===== config.mk =====
export PLATFORM = sky130hd
export DESIGN_NAME = rv32i_imem_fetch
export DESIGN_NICKNAME = d
export VERILOG_FILES = /design/src/rtl/rv32i_imem_fetch.sv
export SDC_FILE = /design/constraint.sdc
export NUM_CORES = 1
export LEC_CHECK = 0
export BUFFER_PORTS_ARGS = -buffer_cell sky130_fd_sc_hd__buf_2
export CAP_MARGIN = 20
export CORE_MARGIN = 2
export CORE_UTILIZATION = 50
export CTS_CLUSTER_SIZE = 12
export DETAILED_ROUTE_END_ITERATION = 7
export GPL_TIMING_DRIVEN = 0
export HOLD_SLACK_MARGIN = 0.03
export MAX_ROUTING_LAYER = met4
export PLACE_DENSITY = 0.73
export SETUP_SLACK_MARGIN = 0.1
export SYNTH_ARGS = -nofsm -noshare
export SYNTH_HDL_FRONTEND = slang
export SYNTH_SLANG_ARGS = --single-unit

===== constraint.sdc =====
create_clock -name clk_i -period 2.9 [get_ports clk_i]
set_clock_uncertainty 0.2 [all_clocks]
set_input_delay 0.145 -clock clk_i [delete_from_list [all_inputs] [get_ports clk_i]]
set_output_delay 0.145 -clock clk_i [all_outputs]
set_load 0.03 [all_outputs]

===== src/rtl/rv32i_imem_fetch.sv =====
// Single-line instruction buffer between the RV32I datapath and a request/grant
// instruction memory. A miss refills the whole line in order; hits are combinational.
module rv32i_imem_fetch #(
    parameter int          LINE_WORDS = 4,
    parameter logic [31:0] NOP_INSTR  = 32'h0000_0013
) (
    input  logic        clk_i,
    input  logic        resetn_i,
    input  logic [31:0] cpu_add_i,
    output logic [31:0] cpu_data_o,
    output logic        cpu_valid_o,
    input  logic        flush_i,
    output logic        mem_req_o,
    output logic [31:0] mem_add_o,
    input  logic        mem_gnt_i,
    input  logic        mem_rvalid_i,
    input  logic [31:0] mem_rdata_i,
    input  logic        mem_err_i,
    output logic        err_o
);
    localparam int IDX_W = $clog2(LINE_WORDS);
    localparam int CNT_W = IDX_W + 1;
    localparam int TAG_W = 30 - IDX_W;
    localparam logic [CNT_W-1:0] FULL = CNT_W'(LINE_WORDS);
    localparam logic [CNT_W-1:0] LAST = CNT_W'(LINE_WORDS - 1);

    typedef enum logic [1:0] {
        IDLE   = 2'd0,
        REFILL = 2'd1,
        DRAIN  = 2'd2
    } state_t;

    state_t                       state, state_nxt;
    logic                         line_valid;
    logic [TAG_W-1:0]             tag;
    logic [LINE_WORDS-1:0][31:0]  words;
    logic [CNT_W-1:0]             issue_cnt, recv_cnt;
    logic                         err_q;

    logic [TAG_W-1:0] cpu_tag;
    logic [IDX_W-1:0] cpu_idx;
    logic             unused_byte_bits;
    logic             hit, rsp_take, gnt_take, refill_err, refill_done;

    assign cpu_tag          = cpu_add_i[31:IDX_W+2];
    assign cpu_idx          = cpu_add_i[IDX_W+1:2];
    assign unused_byte_bits = ^cpu_add_i[1:0];

    assign hit         = line_valid && (tag == cpu_tag) && (state == IDLE) && !flush_i;
    assign cpu_valid_o = hit;
    assign cpu_data_o  = hit ? words[cpu_idx] : NOP_INSTR;

    assign mem_req_o = (state == REFILL) && (issue_cnt < FULL);
    assign mem_add_o = mem_req_o ? {tag, issue_cnt[IDX_W-1:0], 2'b00} : 32'h0;
    assign gnt_take  = mem_req_o && mem_gnt_i;

    // A response only counts while one of our requests is still unanswered;
    // this also drops stray beats that arrive after a reset abandoned a refill.
    assign rsp_take    = mem_rvalid_i && (state != IDLE) && (recv_cnt < issue_cnt);
    assign refill_err  = (state == REFILL) && rsp_take && mem_err_i;
    assign refill_done = (state == REFILL) && rsp_take && !mem_err_i && !flush_i
                         && (recv_cnt == LAST);
    assign err_o       = err_q;

    always_comb begin
        state_nxt = state;
        unique case (state)
            IDLE:    if (!flush_i && !hit) state_nxt = REFILL;
            REFILL:  if (refill_err || flush_i) state_nxt = DRAIN;
                     else if (refill_done)      state_nxt = IDLE;
            DRAIN:   if (recv_cnt == issue_cnt) state_nxt = IDLE;
            default: state_nxt = IDLE;
        endcase
    end

    always_ff @(posedge clk_i or negedge resetn_i) begin
        if (!resetn_i) begin
            state      <= IDLE;
            line_valid <= 1'b0;
            tag        <= '0;
            words      <= '0;
            issue_cnt  <= '0;
            recv_cnt   <= '0;
            err_q      <= 1'b0;
        end else begin
            state <= state_nxt;
            err_q <= refill_err;
            if (state == IDLE) begin
                if (flush_i) begin
                    line_valid <= 1'b0;
                end else if (!hit) begin
                    line_valid <= 1'b0;
                    tag        <= cpu_tag;
                    issue_cnt  <= '0;
                    recv_cnt   <= '0;
                end
            end else begin
                if (gnt_take) issue_cnt <= issue_cnt + 1'b1;
                if (rsp_take) recv_cnt  <= recv_cnt + 1'b1;
            end
            if ((state == REFILL) && rsp_take && !mem_err_i)
                words[recv_cnt[IDX_W-1:0]] <= mem_rdata_i;
            if (refill_done) line_valid <= 1'b1;
        end
    end
endmodule


==> impl_metrics.yaml, run 1 <==
floorplan:
  dieArea_mm2: 0.01682
  start_util: 0.5157
  coreArea_mm2: 0.01531
  chipHeight_um: 129.7
  io_pins: 137
  num_rows: 45
  fp.dieW_um: 129.7
power:
  p_leak_nw: 5.102
  power_density_mw_per_mm2: 795.1
  power_w: 0.008430
  ir_drop_mv: 0.4210
timing:
  max_freq_mhz: 320.8
  maxSlewHeadroom: 0.3617
  rsz0062_at_grt: "true"
  setup_viol: 33
  finalCritPeriodShare: 1.075
  final_hold_viol_count: 0
  setup_slack_ns: -0.2173
  worstMarginPinSlew_ns: 0.9575
  drv_slew: 0
  min_period_ns: 3.117
routing:
  drc_errors: 0
  drt_pass1_iterations: 4
  drtAntennaViolNets: 0
  vias: 5249
  routed_wl_um: 18460
  via_per_inst: 5.270
  drt_iter0_drc: 220
  wire_per_inst_um: 18.53
finish:
  layout_commonest_cell: "dfrtp_1"
  num-nets-final: 851
  area_growth_pct: 34.24
  drive_above_1_share: 0.5287
  layout_common_cells: "dfrtp_1, mux2_2, buf_2"
  antenna_cells: 0
  finalNonFillerCells: 996
synthesis:
  async_flop_share: 1.000
  yosysWarningCount: 0
  netlist_instances: 546
  yosys.cell_types.count: 38
  yosys.area.top_type: "dfrtp_1"
  synth-seq-area-share: 0.5260
  yosysTopAreaCellShare: 0.5260
  synth_edf_count: 0
  synth_ff_type: "dfrtp_1"
  ys_ff_latch: 166
  avgSynthCellArea_um2: 14.46
  syn-cell-area_mm2: 0.007898
  ys_top_cells_by_area: "dfrtp_1, mux2_2, mux4_2"
global_route:
  grt_pass1_vias: 5802
  grt_max_degree: 95
  antenna_found_initial: 0
  grt_pass1_wl_um: 29630
  grt.overflow.total: 0
  grt.total_usage: 0.2403
clock_network:
  cts.sink_count: 166
  cts_buffers: 17
  clkTransAtPathRegs_ns: 0.06
  cts_buffer_depth: 2
  clkLatencyLatePin_ns: 0.42
  clock-root-buffer: "clkbuf_16"
  cts_tree: "yes"
  htreeDepth: 4
status:
  status: "complete, but fails checks"
  violations: "setup timing"
place:
  hpwl_um: 11840
  routabilityCongestion: 0.8489
  dpl.cell_count: 890
  place_ws_ns: -0.02740
  numPortBuffers: 131
setup_path:
  crit_chain: "xnor2_1 > nand4_1 > or4_4 > or4_4 > buf_6 > or2_1 > buf_4"
  crit_arrival_ns: 2.77
  path_buf_inv: 2
  crit_type: "flip-flop to output port"
  cp_slowest_cell: "or4_4"
  cp-end-kind: "output port"
  crit_fanout: 10
  critPathLaunch: "tag[22]"
  crit_path_frequent_cell: "or4_4"
  crit_family: "simple AND/OR/NAND/NOR gates"
  slowest_delay_ns: 0.56
  reg2reg_to: "tag[0]"
  rrSetupSlack_ns: 0.24
  crit_path_start_kind: "flip-flop"
  setup.worst_path.end: "cpu_data_o[1]"
  path_depth: 7
  r2r_cells: 9
  cp_data_required_time_ns: 2.56
  worstReg2RegStart: "tag[22]"
min_path:
  hold_class: "input pin to async pin"
run:
  drv_cap: 0
[flip-flops by register name, summed over array words and instances, names as in the netlist]
signal,cells
words,128
line_valid,1
issue_cnt,3
err_o,1
tag,28
state,2
recv_cnt,3
[per-layer routing]
layer	routed length, µm	GRT usage	vias up
met5	0	-	-
met4	210	0.07527	0
met3	779	0.04294	17
met2	9732	0.4142	144
met1	7737	0.2888	2678
li1	-	-	2410
[where the power goes]
group / internal, W / leakage [nW] / switching, W / total, W
registers: 0.00304 / 2.21 / 0.000455 / 0.00350
logic: 0.00142 / 2.61 / 0.00125 / 0.00267
clock network: 0.00135 / 0.280 / 0.000908 / 0.00226
total: 0.00582 / 5.10 / 0.00261 / 0.00843
[through the flow]
step	hold WS, ns	utilization	setup TNS [ns]	area, µm²
after floorplan	-0.3506	-	0	7901
after global placement	0.2021	0.5760	-139.22	8821
after detailed placement	0.01014	0.5782	-0.6873	8855
after CTS	0.1069	0.6819	-6.271	10440
after global routing	0.1581	0.6922	-8.657	10600
final	0.1103	0.6922	-5.711	10600
[timing repair]
item,in CTS,in global routing
buffers inserted,7,2
hold buffers,65,0
gates resized for setup,87,51
setup endpoints to repair,153,154
pin swaps,1,2
endpoints found under the hold margin,237,0
[how the worst min path moves through the flow]
stage	from	end	slack [ns]	cells past startpoint
after floorplan	resetn_i	err_o	-0.35	0
after global placement	mem_err_i	err_o	0.20	3
after detailed placement	resetn_i	tag[27]	0.01	1
after CTS	mem_rvalid_i	err_o	0.11	5
after global routing	resetn_i	tag[27]	0.16	2
final	resetn_i	tag[27]	0.11	2
[cell families after synthesis]
kind of cell	Yosys count	share of synthesized area
muxes	189	0.3151
DFF	166	0.5260
and+or+nand+nor	96	0.07351
buffers and inverters	42	0.02693
xor gates and xnor gates	26	0.02883
AOI/OAI and AO/OA	17	0.01489
adders and majority gates	9	0.01426
other	1	0.0004748
[synth_stat cells (all sizes together), types with 3 or more instances]
cell type and instances:
a21oi 4, dfrtp 166, xnor2 7, xor2 19, buf 25, nor4 3, mux2 157, and2 29
or2 3, o21ai 5, nor2b 30, mux4 32, ha 9, nor3 4, nor2 6, nand2 10
inv 10, nand3 3, clkbuf 7
[area by class of cell]
| class | instances | area (µm²) |
|---|---|---|
| plain buffers | 32 | 281.5 |
| clock buffers | 20 | 436.7 |
| clock inverters | 12 | 153.9 |
| fillers | 1075 | 4713 |
| inverters | 10 | 37.54 |
| multi-input cells | 339 | 3690 |
| flip-flops and latches | 166 | 4155 |
| well taps | 211 | 264.0 |
| repair buffers | 206 | 1583 |
No activity file was read; power rests on OpenSTA's default activity.
==> inputs of run 2 (changes only) <==
CELL_PAD_IN_SITES_DETAIL_PLACEMENT = 0   (was not set)
CELL_PAD_IN_SITES_GLOBAL_PLACEMENT = 1   (was not set)
CORE_UTILIZATION = 46   (was 50)
PLACE_DENSITY = 0.78   (was 0.73)
==> impl_metrics.yaml, run 2 (synthesis gave the netlist of run 1 again) <==
status:
  status: "complete, but fails checks"
  violations: "setup timing"
clock_network:
  cts_buffers: 17
  cts.sink_count: 166
  cts_tree: "yes"
  clkTransAtPathRegs_ns: 0.06
  clkLatencyLatePin_ns: 0.42
  cts_buffer_depth: 2
  clock-root-buffer: "clkbuf_16"
  htreeDepth: 4
routing:
  vias: 5273
  drt_pass1_iterations: 4
  routed_wl_um: 18630
  drtAntennaViolNets: 0
  wire_per_inst_um: 18.48
  drc_errors: 0
  drt_iter0_drc: 256
  via_per_inst: 5.231
place:
  hpwl_um: 11930
  dpl.cell_count: 899
  numPortBuffers: 131
  routabilityCongestion: 0.7741
  postPlaceCellArea_mm2: 0.008870
floorplan:
  fp.dieW_um: 135.0
  coreArea_mm2: 0.01670
  dieArea_mm2: 0.01823
  io_pins: 137
  start_util: 0.4729
  num_rows: 47
  chipHeight_um: 135.0
setup_path:
  crit_family: "simple AND/OR/NAND/NOR gates"
  cp_slowest_cell: "or4_4"
  path_buf_inv: 2
  rrSetupSlack_ns: 0.23
  cp-end-kind: "output port"
  crit_fanout: 10
  r2r_cells: 10
  crit_chain: "xnor2_1 > nand4_1 > or4_4 > or4_4 > buf_6 > or2_1 > buf_4"
  crit_path_start_kind: "flip-flop"
  reg2reg_to: "words[81]"
  slowest_delay_ns: 0.54
  worstReg2RegStart: "recv_cnt[1]"
  cp_data_required_time_ns: 2.56
  crit_path_frequent_cell: "or4_4"
  crit_type: "flip-flop to output port"
  crit_arrival_ns: 2.71
global_route:
  grt_pass1_vias: 5660
  grt.total_usage: 0.2184
  grt_max_degree: 129
  grt_pass1_wl_um: 29610
  antenna_found_initial: 0
  grt.overflow.total: 0
timing:
  setup_slack_ns: -0.1583
  min_period_ns: 3.058
  finalCritPeriodShare: 1.055
  drv_slew: 0
  rsz0062_at_grt: "true"
  setup-tns-final_ns: -3.340
  worstMarginPinSlew_ns: 0.9165
  max_freq_mhz: 327.0
  maxSlewHeadroom: 0.3890
  setup_viol: 31
  final_hold_viol_count: 0
  whs_ns: 0.04995
power:
  ir_drop_mv: 0.4575
  p_leak_nw: 5.192
  power_density_mw_per_mm2: 779.9
finish:
  largest_reg_flops: 128
  layout_commonest_cell: "dfrtp_1"
  fillers: 1267
  area_growth_pct: 36.20
  layout_common_cells: "dfrtp_1, mux2_2, buf_2"
  drive_above_1_share: 0.5317
  regMostFlops: "words"
  num-nets-final: 855
  stdcell_area_mm2: 0.01076
  antenna_cells: 0
  reg.largest.list: "words (128), tag (28)"
  finalNonFillerCells: 1008
min_path:
  hold_class: "input pin to async pin"
run:
  drv_cap: 0
run 2: repair_timing:
action,4_1_cts,5_1_grt
setup endpoints to repair,153,153
pin swaps,2,2
hold buffers,65,0
gates resized for setup,83,49
cloned,1,4
endpoints found under the hold margin,331,0
setup buffers,5,3
run 2: cell type report:
cell class / count / area, µm² / area share
Sequential cell: 166 / 4155 / 0.3863
Multi-Input combinational cell: 339 / 3737 / 0.3474
Timing Repair Buffer: 210 / 1708 / 0.1588
Clock buffer: 18 / 439.2 / 0.04083
Tap cell: 220 / 275.3 / 0.02559
Buffer: 32 / 272.8 / 0.02536
Clock inverter: 13 / 131.4 / 0.01221
Inverter: 10 / 37.54 / 0.003490
run 2: routing by layer:
metal  vias up  share of wire  GRT usage
li1       2418              -          -
met5         -              0          -
met2       126           0.50     0.3601
met1      2713           0.45     0.2793
met4         0         0.0089    0.05035
met3        16          0.042    0.04730
run 2: worst max path at each step:
stage	startpoint	endpoint	slack (ns)	cells after the start
CTS	tag[24]	cpu_data_o[0]	-0.18	7
global placement	resetn_i	words[122]	-0.94	1
finish	tag[18]	cpu_data_o[0]	-0.16	7
detailed placement	recv_cnt[1]	words[72]	-0.03	9
global route	tag[18]	cpu_data_o[0]	-0.26	7
floorplan	tag[1]	cpu_data_o[10]	0.25	6
run 2: stage by stage:
step             util  power, W  worst slack, ns
3_3_place_gp   0.5288  0.005863          -0.9410
3_5_place_dp   0.5311  0.006010         -0.02700
6_report       0.6441  0.008389          -0.1583
5_1_grt        0.6441  0.008875          -0.2578
4_1_cts        0.6258  0.008364          -0.1794
2_1_floorplan       -  0.005299           0.2454
run 2: worst register-to-register path, cell delays in order, from the launching register on:
cell	delay, ns
dfrtp_2	0.46
ha_4	0.28
nor2b_1	0.14
o21ai_1	0.08
and4bb_1	0.21
buf_6	0.12
nor3b_4	0.15
buf_4	0.16
nand2_4	0.14
buf_4	0.25
mux2_2	0.38
run 2: power breakdown:
group / switching, W / internal [W]
logic: 0.00126 / 0.00146
clock network: 0.000905 / 0.00128
registers: 0.000452 / 0.00304
total: 0.00261 / 0.00578
==> inputs of run 3 (changes only) <==
CORE_ASPECT_RATIO = 1.1   (was not set)
==> impl_metrics.yaml, run 3 (synthesis gave the netlist of run 1 again) <==
status:
  status: "complete, but fails checks"
  violations: "setup timing"
setup_path:
  crit_arrival_ns: 2.75
  crit_type: "flip-flop to output port"
  rrSetupSlack_ns: 0.11
  cp-end-kind: "output port"
  worstReg2RegStart: "tag[22]"
  crit_path_start_kind: "flip-flop"
  r2r_cells: 10
  cp_data_required_time_ns: 2.56
  crit_fanout: 10
  reg2reg_to: "recv_cnt[0]"
finish:
  num-nets-final: 866
  largest_reg_flops: 128
  layout_commonest_cell: "dfrtp_1"
  area_growth_pct: 38.50
  layout_common_cells: "dfrtp_1, mux2_2, buf_2"
  regMostFlops: "words"
  postLayoutCoreUtil: 0.6476
  antenna_cells: 0
  reg.largest.list: "words (128), tag (28)"
  drive_above_1_share: 0.5425
min_path:
  hold_depth: 4
  holdPathEnd: "recv_cnt[2]"
  hold_class: "input pin to flip-flop"
  hp-start: "mem_rvalid_i"
floorplan:
  fp.dieW_um: 128.9
  io_pins: 137
  coreArea_mm2: 0.01689
  chipHeight_um: 141.4
  num_rows: 50
  dieArea_mm2: 0.01823
  start_util: 0.4676
timing:
  final_hold_viol_count: 0
  worstMarginPinSlew_ns: 0.9465
  max_freq_mhz: 322.9
  setup-tns-final_ns: -4.442
  min_period_ns: 3.097
  maxSlewHeadroom: 0.3690
  setup_viol: 32
  rsz0062_at_grt: "true"
  finalCritPeriodShare: 1.068
  drv_slew: 0
  setup_slack_ns: -0.1966
place:
  numPortBuffers: 131
  place_ws_ns: -0.07314
  hpwl_um: 11910
  routabilityCongestion: 0.8041
power:
  ir_drop_mv: 0.4329
  power_density_mw_per_mm2: 793.4
  p_leak_nw: 5.280
  power_w: 0.008678
routing:
  via_per_inst: 5.225
  drt_iter0_drc: 288
  routed_wl_um: 19060
  vias: 5267
  drc_errors: 0
  drtAntennaViolNets: 0
  wire_per_inst_um: 18.90
  drt_pass1_iterations: 5
clock_network:
  htreeDepth: 4
  cts_buffers: 17
  cts_buffer_depth: 2
  cts.sink_count: 166
  clkTransAtPathRegs_ns: 0.06
  cts_tree: "yes"
  clkLatencyLatePin_ns: 0.43
  clock-root-buffer: "clkbuf_16"
global_route:
  antenna_found_initial: 0
  grt.total_usage: 0.2161
  grt_pass1_vias: 5738
  grt.overflow.total: 0
  grt_max_degree: 123
  grt_pass1_wl_um: 29140
run:
  drv_cap: 0
[run 3: what timing repair did]
action                                 CTS  global route
hold buffers                            66             0
gates cloned                             0             5
setup endpoints to repair              153           179
gates resized for setup                 66            79
pin swaps                                3             8
endpoints found under the hold margin  331             0
setup buffers                            6            12
[run 3: critical path, stage by stage, from the launching register on]
cell	delay [ns]
dfrtp_1	0.40
xnor2_1	0.19
nand4_1	0.12
or4_4	0.43
or4_4	0.56
buf_6	0.17
or2_1	0.27
buf_4	0.18
[run 3: report_power, final]
| part | leakage [nW] | switching, W | internal [W] |
|---|---|---|---|
| registers | 2.21 | 0.000459 | 0.00304 |
| logic | 2.77 | 0.00130 | 0.00153 |
| clock network | 0.305 | 0.000940 | 0.00141 |
| total | 5.28 | 0.00270 | 0.00598 |
[run 3: area by class of cell]
| class | instances | area, µm² |
|---|---|---|
| Inverter | 10 | 37.54 |
| Fill cell | 1249 | 5953 |
| Tap cell | 208 | 260.3 |
| Multi-Input combinational cell | 339 | 3755 |
| Clock buffer | 19 | 452.9 |
| Buffer | 32 | 305.3 |
| Clock inverter | 13 | 168.9 |
| Sequential cell | 166 | 4154 |
| Timing Repair Buffer | 221 | 1804 |
[run 3: how the worst max path moves through the flow]
stage,startpoint,endpoint,depth (start not counted)
after floorplan,tag[1],cpu_data_o[10],6
after global placement,resetn_i,words[76],1
after detailed placement,issue_cnt[1],words[87],10
after CTS,tag[22],cpu_data_o[1],7
after global routing,tag[20],cpu_data_o[15],8
final,tag[22],cpu_data_o[1],7
[run 3: stage by stage]
stage | hold WS, ns | area (µm²) | instances
global route | 0.1309 | 10940 | 1008
CTS | 0.1072 | 10400 | 991
detailed placement | -0.1350 | 8855 | 887
global placement | 0.1972 | 8817 | 886
finish | 0.1261 | 10940 | 1008
floorplan | -0.3506 | 7901 | 547
[run 3: metal layers]
metal / track usage / wire length, µm / up-vias
li1: - / - / 2432
met1: 0.2611 / 8134 / 2700
met2: 0.3684 / 9981 / 108
met3: 0.03959 / 629 / 27
met4: 0.06922 / 310 / 0
met5: - / 0 / -
